`config.mk`:
```
export PLATFORM = sky130hd
export DESIGN_NAME = trivium_decrypt
export DESIGN_NICKNAME = d
export VERILOG_FILES = /design/src/rtl/trivium_decrypt.sv
export SDC_FILE = /design/constraint.sdc
export NUM_CORES = 1
export LEC_CHECK = 0
export BUFFER_PORTS_ARGS = -buffer_cell sky130_fd_sc_hd__buf_4
export CORE_MARGIN = 2
export CORE_UTILIZATION = 35
export CTS_BUF_LIST = sky130_fd_sc_hd__clkbuf_16
export CTS_CLUSTER_DIAMETER = 200
export DETAILED_ROUTE_END_ITERATION = 10
export MAX_ROUTING_LAYER = met4
export PLACE_DENSITY = 0.56
export SLEW_MARGIN = 10
export SYNTH_ARGS = -nofsm -noshare
export SYNTH_HDL_FRONTEND = slang
export SYNTH_SLANG_ARGS = --single-unit
export TNS_END_PERCENT = 10
```
`constraint.sdc`:
```
create_clock -name clk -period 1.95 [get_ports clk]
set_input_delay 0.195 -clock clk [delete_from_list [all_inputs] [get_ports clk]]
set_output_delay 0.195 -clock clk [all_outputs]
set_load 0.005 [all_outputs]
```
`src/rtl/trivium_decrypt.sv`:
```
// Trivium stream-cipher decryptor: key/IV load, 1152-round warm-up, then
// W keystream bits per clock XORed onto ciphertext through valid/ready handshakes.
module trivium_decrypt #(
    parameter int unsigned W = 8
) (
    input  logic           clk,
    input  logic           reset,
    input  logic           start,
    input  logic [79:0]    key,
    input  logic [79:0]    iv,
    output logic           busy,
    output logic           ks_ready,
    input  logic           ct_valid,
    output logic           ct_ready,
    input  logic [W-1:0]   ct_data,
    output logic           pt_valid,
    input  logic           pt_ready,
    output logic [W-1:0]   pt_data,
    output logic [287:0]   state_o
);

    localparam int unsigned N = 1152 / W;

    typedef enum logic [1:0] {IDLE, INIT, RUN} fsm_t;

    fsm_t         fsm;
    logic [10:0]  cnt;
    logic [287:0] s;
    logic [287:0] s_next;
    logic [W-1:0] z;
    logic         ct_hs;

    // W rounds unrolled; bit s_i lives at s[i-1], round j yields z[j].
    always_comb begin
        logic t1;
        logic t2;
        logic t3;
        s_next = s;
        z      = '0;
        t1     = 1'b0;
        t2     = 1'b0;
        t3     = 1'b0;
        for (int unsigned j = 0; j < W; j++) begin
            t1   = s_next[65] ^ s_next[92];
            t2   = s_next[161] ^ s_next[176];
            t3   = s_next[242] ^ s_next[287];
            z[j] = t1 ^ t2 ^ t3;
            t1   = t1 ^ (s_next[90] & s_next[91]) ^ s_next[170];
            t2   = t2 ^ (s_next[174] & s_next[175]) ^ s_next[263];
            t3   = t3 ^ (s_next[285] & s_next[286]) ^ s_next[68];
            s_next = {s_next[286:177], t2, s_next[175:93], t1, s_next[91:0], t3};
        end
    end

    assign ct_ready = ks_ready && !start && (!pt_valid || pt_ready);
    assign ct_hs    = ct_valid && ct_ready;
    assign state_o  = s;

    always_ff @(posedge clk) begin
        if (!reset) begin
            fsm      <= IDLE;
            s        <= '0;
            cnt      <= '0;
            busy     <= 1'b0;
            ks_ready <= 1'b0;
            pt_valid <= 1'b0;
            pt_data  <= '0;
        end else if (start) begin
            fsm      <= INIT;
            s        <= {3'b111, 112'b0, iv, 13'b0, key};
            cnt      <= 11'(N - 1);
            busy     <= 1'b1;
            ks_ready <= 1'b0;
            pt_valid <= 1'b0;
        end else begin
            case (fsm)
                IDLE: ;
                INIT: begin
                    s <= s_next;
                    if (cnt == '0) begin
                        fsm      <= RUN;
                        busy     <= 1'b0;
                        ks_ready <= 1'b1;
                    end else begin
                        cnt <= cnt - 11'd1;
                    end
                end
                RUN: begin
                    // keystream only advances when a ciphertext word is consumed
                    if (ct_hs) begin
                        s        <= s_next;
                        pt_data  <= ct_data ^ z;
                        pt_valid <= 1'b1;
                    end else if (pt_ready) begin
                        pt_valid <= 1'b0;
                    end
                end
                default: fsm <= IDLE;
            endcase
        end
    end

endmodule

```
==> impl_metrics.yaml, run 1 <==
place:
  gp_congestion: 0.887
  dpl_worst_slack_ns: -0.00376
  placed_area_um2: 17500
  hpwl_mm: 41.8
  dp_cells: 2614
  port_buffers: 472
drt:
  avgRoutedWirePerCell_um: 20.3
  antenna_left: 0
  drtIter0Drc: 954
  drc: 0
  viasPerCell: 5.07
  num_vias: 14418
  wirelength_mm: 57.7
  drt_first_pass_iters: 7
synthesis:
  ys_seq_elements: 312
  ys_types: 39
  ys_seq_area_frac: 0.418
  yosys_warnings: 0
  avgSynthCellArea_um2: 7.79
  synthCells: 1917
  syn-num-nets: 2091
  netlist_area_um2: 14900
layout:
  synthToLayoutAreaGrowth_pct: 36.8
  fillCellCount: 4103
  drive_gt1_frac: 0.267
  mostFrequentLayoutCell: "nand2_1"
  final_cells: 2844
  layout.nets: 2449
  final_cell_mix: "564 x nand2_1, 530 x buf_4, 312 x dfxtp_1"
  final_util: 0.486
  design_area_um2: 20400
timing:
  max_slew.worst_pin.slew_ns: 0.523
  fin_crit_sh: 0.958
  skew_ns: 0.0210
  maxSlewHeadroom: 0.649
  rsz0062_at_grt: "true"
  setup_viol: 0
  worst_hold_slack_ns: 0.0363
  fmax_ghz: 0.535
  setup_tns_ns: 0
  fin_ws_ns: 0.0822
  finalHoldViolations: 0
  fin_crit_ns: 1.87
  slew_violations: 0
global_routing:
  grt_pass1_vias: 14072
  grt_pass1_wl_mm: 86.2
  antenna_found_initial: 1
  grt.total_usage: 0.260
  grt_overflow_total: 0
  grt_max_degree: 85
worst_setup_path:
  cpMaxStageDelayCell: "o41a_2"
  crit_required_ns: 2.36
  cp_max_fo: 80
  path_class: "reg2reg"
  critPathArrivalTime_ns: 2.28
  cp-start-kind: "register"
  crit_chain: "nand2b_4, o41a_2, buf_12, buf_16, nand2_1, a21oi_1"
  cp_slowest_stage_delay_ns: 0.54
  critPathCaptureType: "register"
power_and_ir_drop:
  power.internal_mw: 12.3
  clock_power_share: 0.425
  power_leakage_nw: 8.41
  power_density_nw_per_um2: 821
  p_sw_mw: 4.47
  pwr-share-seq: 0.417
  max-vdd-ir-drop_uv: 541
  swShare: 0.266
  total_power_mw: 16.8
  p_comb_frac: 0.158
cts:
  htree_num_levels: 2
  cts_setup_buffers: 0
  cts_tree: "done"
  cts-buffers-inserted: 38
  clk_pin_slew_ns: 0.05
  cts_sinks: 312
  clk_latency_ns: 0.55
  cts_buffer_depth: 3
  root_buffer: "clkbuf_16"
floorplan:
  die_height_um: 211
  initial_core_util: 0.355
  die_w_um: 211
  core_region_area_um2: 42000
  die-area_um2: 44400
  io-pin-count: 473
  rows: 75
hold_path:
  min_path_type: "in2reg"
run_status:
  run_status: "finished clean"
run:
  drv_cap: 0
## power by group through the flow
stage / sequential [mW] / clock (mW) / combinational (mW)
after floorplan: 6.98 / 0 / 1.45
after global placement: 7.12 / 0 / 2.35
after detailed placement: 7.13 / 0 / 2.36
after CTS: 7.00 / 7.30 / 2.64
after global routing: 7.03 / 7.59 / 2.87
final: 7.00 / 7.14 / 2.65
## cells in the mapped netlist
cell type / instances / area, um^2
xor2_1: 26 / 228
nand2_1: 565 / 2120
dfxtp_1: 312 / 6250
nand3_1: 17 / 85.1
o21a_1: 3 / 22.5
nor2b_1: 3 / 18.8
ha_1: 1 / 12.5
a21boi_0: 1 / 7.51
or3_1: 4 / 25.0
o41ai_1: 1 / 8.76
and4_1: 1 / 8.76
nand4_1: 1 / 6.26
nor4_1: 2 / 12.5
or4_1: 4 / 30.0
or2_2: 1 / 6.26
or4b_2: 1 / 10.0
o22ai_1: 8 / 50.1
xnor3_1: 13 / 293
clkbuf_1: 88 / 330
a31oi_1: 149 / 932
nand2b_1: 5 / 31.3
xnor2_1: 38 / 333
a21oi_1: 126 / 631
nor3_1: 1 / 5.00
o21ai_0: 177 / 886
xor3_1: 3 / 71.3
o41a_1: 1 / 11.3
o311a_1: 2 / 20.0
o31ai_1: 4 / 30.0
o41ai_4: 1 / 27.5
and2_1: 1 / 6.26
buf_4: 264 / 1980
buf_2: 45 / 225
nor4_2: 1 / 12.5
a211oi_1: 8 / 60.1
inv_1: 5 / 18.8
o21ai_1: 2 / 10.0
nor2_1: 31 / 116
mux2i_1: 1 / 10.0
## routing by layer
layer  routed length [um]  vias to the layer above  part of all wire  GRT usage
met5                    0                        -                 0          -
met4                 1820                        0             0.032     0.0935
met3                 3760                       85             0.065     0.0498
met2                27500                      555              0.48      0.423
met1                24600                     6900              0.43      0.322
li1                     -                     6878                 -          -
## state kept, by name, summed over array words and instances, names as in the netlist
register  flops
busy          1
state_o     288
ks_ready      1
pt_data       8
fsm           2
pt_valid      1
cnt          11
## critical path, delay by kind of cell (launching register included)
family / cells / cell delay (ns)
flip-flops: 1 / 0.40
AO/OA/AOI/OAI: 2 / 0.61
AND/OR/NAND/NOR: 2 / 0.22
buffers and inverters: 2 / 0.46
## area by class of cell
class,count,area [um^2],area share
multi-input cells,1203,6170,0.302
clock inverters,28,216,0.0106
repair buffers,715,6080,0.297
clock buffers,41,1030,0.0502
well taps,539,674,0.0330
diodes,1,2.50,0.000122
inverters,5,26.3,0.00129
flip-flops and latches,312,6250,0.306
## worst paths after layout
check / endpoint / depth (start not counted) / slack (ns) / start
worst max-delay path: state_o[208]$_SDFFE_PP0P_ / 6 / 0.08 / ks_ready$_SDFFE_PP0P_
worst max register to register: state_o[208]$_SDFFE_PP0P_ / 6 / 0.08 / ks_ready$_SDFFE_PP0P_
worst min-delay path: state_o[52]$_SDFFE_PN0P_ / 3 / 0.04 / key[52]
worst min register to register: cnt[10]$_SDFFE_PP0P_ / 1 / 0.47 / cnt[10]$_SDFFE_PP0P_
## cell families (layout without fill, tap and decap cells)
logic type      Yosys count  count (layout)  share of synthesized area
buf+inv                 402             789                      0.171
other cells               0               1                          0
flops                   312             312                      0.418
simple gates            638             638                      0.167
compound gates          483             483                      0.180
fa+ha+maj                 1               1                   0.000837
xor+xnor                 80              80                     0.0619
mux                       1               1                   0.000670
## what timing repair did
item	CTS	global route
setup endpoints to repair	61	158
pin swaps	0	0
gates resized for setup	1	7
endpoints found under the hold margin	158	0
hold buffers	160	0
(Power assumes the default switching activity.)
==> run 2: changes to the inputs <==
--- a/config.mk
+++ b/config.mk
@@ -8,7 +8,6 @@
 export BUFFER_PORTS_ARGS = -buffer_cell sky130_fd_sc_hd__buf_4
 export CORE_MARGIN = 2
 export CORE_UTILIZATION = 35
-export CTS_BUF_LIST = sky130_fd_sc_hd__clkbuf_16
 export CTS_CLUSTER_DIAMETER = 200
 export DETAILED_ROUTE_END_ITERATION = 10
 export MAX_ROUTING_LAYER = met4
==> impl_metrics.yaml, run 2 (synthesis results as in run 1) <==
run_status:
  run_status: "finished clean"
global_routing:
  grt.total_usage: 0.260
  grt_max_degree: 85
  grt_pass1_wl_mm: 86.3
  grt_pass1_vias: 14050
  grt_overflow_total: 0
  antenna_found_initial: 1
cts:
  clk_pin_slew_ns: 0.06
  clk_latency_ns: 0.55
  htree_num_levels: 2
  root_buffer: "clkbuf_16"
  cts-buffers-inserted: 38
  cts_buffer_depth: 3
  cts_sinks: 312
  cts_tree: "done"
place:
  hpwl_mm: 41.8
  port_buffers: 472
  gp_congestion: 0.887
  dpl_worst_slack_ns: -0.00376
drt:
  avgRoutedWirePerCell_um: 20.6
  drt_first_pass_iters: 9
  viasPerCell: 5.08
  antenna_left: 0
  wirelength_mm: 58.6
  drtIter0Drc: 1073
  num_vias: 14482
  drc: 0
floorplan:
  die_w_um: 211
  die-area_um2: 44400
  io-pin-count: 473
  rows: 75
  initial_core_util: 0.355
  die_height_um: 211
  core_region_area_um2: 42000
worst_setup_path:
  crit_required_ns: 2.41
  cp_slowest_stage_delay_ns: 0.40
  cp_max_fo: 12
  crit_chain: "nand2b_2, o41ai_4, buf_4, buf_12, buf_4, nand2_1, a31oi_1"
  cp-start-kind: "register"
  path_class: "reg2reg"
  critPathTopFamily: "compound AO/OA/AOI/OAI gates"
  cp.depth: 7
  cpMaxStageDelayCell: "o41ai_4"
  critPathArrivalTime_ns: 2.36
  critPathCaptureType: "register"
  crit_buf_inv: 3
  cp_common_cell: "buf_4"
  r2r_cells: 7
power_and_ir_drop:
  power.internal_mw: 12.8
  p_sw_mw: 4.51
  power_leakage_nw: 8.51
  max-vdd-ir-drop_uv: 541
  swShare: 0.261
  p_comb_frac: 0.158
  clock_power_share: 0.438
  pwr-share-seq: 0.405
  power_density_nw_per_um2: 834
  total_power_mw: 17.3
layout:
  largest_register_ffs: 288
  fillCellCount: 4072
  multiInputGateArea_um2: 6180
  mostFrequentLayoutCell: "nand2_1"
  seq_area_um2: 6250
  drive_gt1_frac: 0.274
  synthToLayoutAreaGrowth_pct: 38.7
  final_cell_mix: "563 x nand2_1, 531 x buf_4, 312 x dfxtp_1"
  layout.nets: 2457
timing:
  skew_ns: 0.0216
  worst_hold_slack_ns: 0.0361
  slew_violations: 0
  fin_ws_ns: 0.0490
  max_slew.worst_pin.slew_ns: 0.536
  fmax_ghz: 0.526
  setup_viol: 0
  finalHoldViolations: 0
  fin_crit_sh: 0.975
  fin_crit_ns: 1.90
  maxSlewHeadroom: 0.642
run:
  drv_cap: 0
hold_path:
  worstHoldPathCells: 3
  min_path_type: "in2reg"
## run 2: cell count changes in the layout (fill, tap and decap cells not counted), moves of 2 or more
cell	change
buf_12	-2
buf_16	+3
clkbuf_1	+10
clkbuf_16	+5
clkbuf_8	+9
clkinv_1	-9
inv_1	-10
nand2b_2	+2
## run 2: path summary, 6_finish.rpt
check	to	from	slack [ns]
worst min register to register	cnt[10]$_SDFFE_PP0P_	cnt[10]$_SDFFE_PP0P_	0.46
worst max-delay path	state_o[68]$_SDFFE_PN0P_	fsm[0]$_SDFFE_PN0P_	0.05
worst max register to register	state_o[68]$_SDFFE_PN0P_	fsm[0]$_SDFFE_PN0P_	0.05
worst min-delay path	state_o[52]$_SDFFE_PN0P_	key[52]	0.04
## run 2: timing repair
item / 4_1_cts / 5_1_grt
cloned: 0 / 5
setup endpoints to repair: 65 / 161
pin swaps: 0 / 1
hold endpoints to repair: 159 / 0
setup buffers: 0 / 2
hold buffers: 161 / 0
gates resized for setup: 1 / 16
## run 2: worst reg2reg max path, delay by kind of cell, from the launching register on
kind	cells	cell delay, ns
compound gates	2	0.62
buf+inv	3	0.57
flops	1	0.33
simple gates	2	0.29
## run 2: layout make-up
class,count,area share
Sequential cell,312,0.301
Antenna cell,1,0.000121
Timing Repair Buffer,723,0.302
Clock inverter,9,0.00700
Multi-Input combinational cell,1203,0.298
Inverter,5,0.00127
Clock buffer,60,0.0573
Tap cell,539,0.0325
## run 2: power groups by stage
stage	logic (mW)	clock network [mW]	registers (mW)
after floorplan	1.45	0	6.98
after global placement	2.35	0	7.12
after detailed placement	2.36	0	7.13
after CTS	2.64	7.72	6.99
after global routing	2.95	8.01	7.03
final	2.73	7.57	7.00
## run 2: per-stage QoR
stage	area [um^2]	setup TNS, ns	utilization	std cells
global placement	17500	0	0.417	2614
finish	20700	0	0.493	2852
floorplan	14900	0	-	1917
CTS	20500	0	0.488	2844
global route	20700	-0.0990	0.493	2852
detailed placement	17500	-0.0118	0.417	2614
## run 2: routing by layer
layer	track usage	vias up	routed length, um
met5	-	-	0
met2	0.423	569	28200
li1	-	6893	-
met3	0.0471	86	3870
met1	0.324	6934	24800
met4	0.0898	0	1730
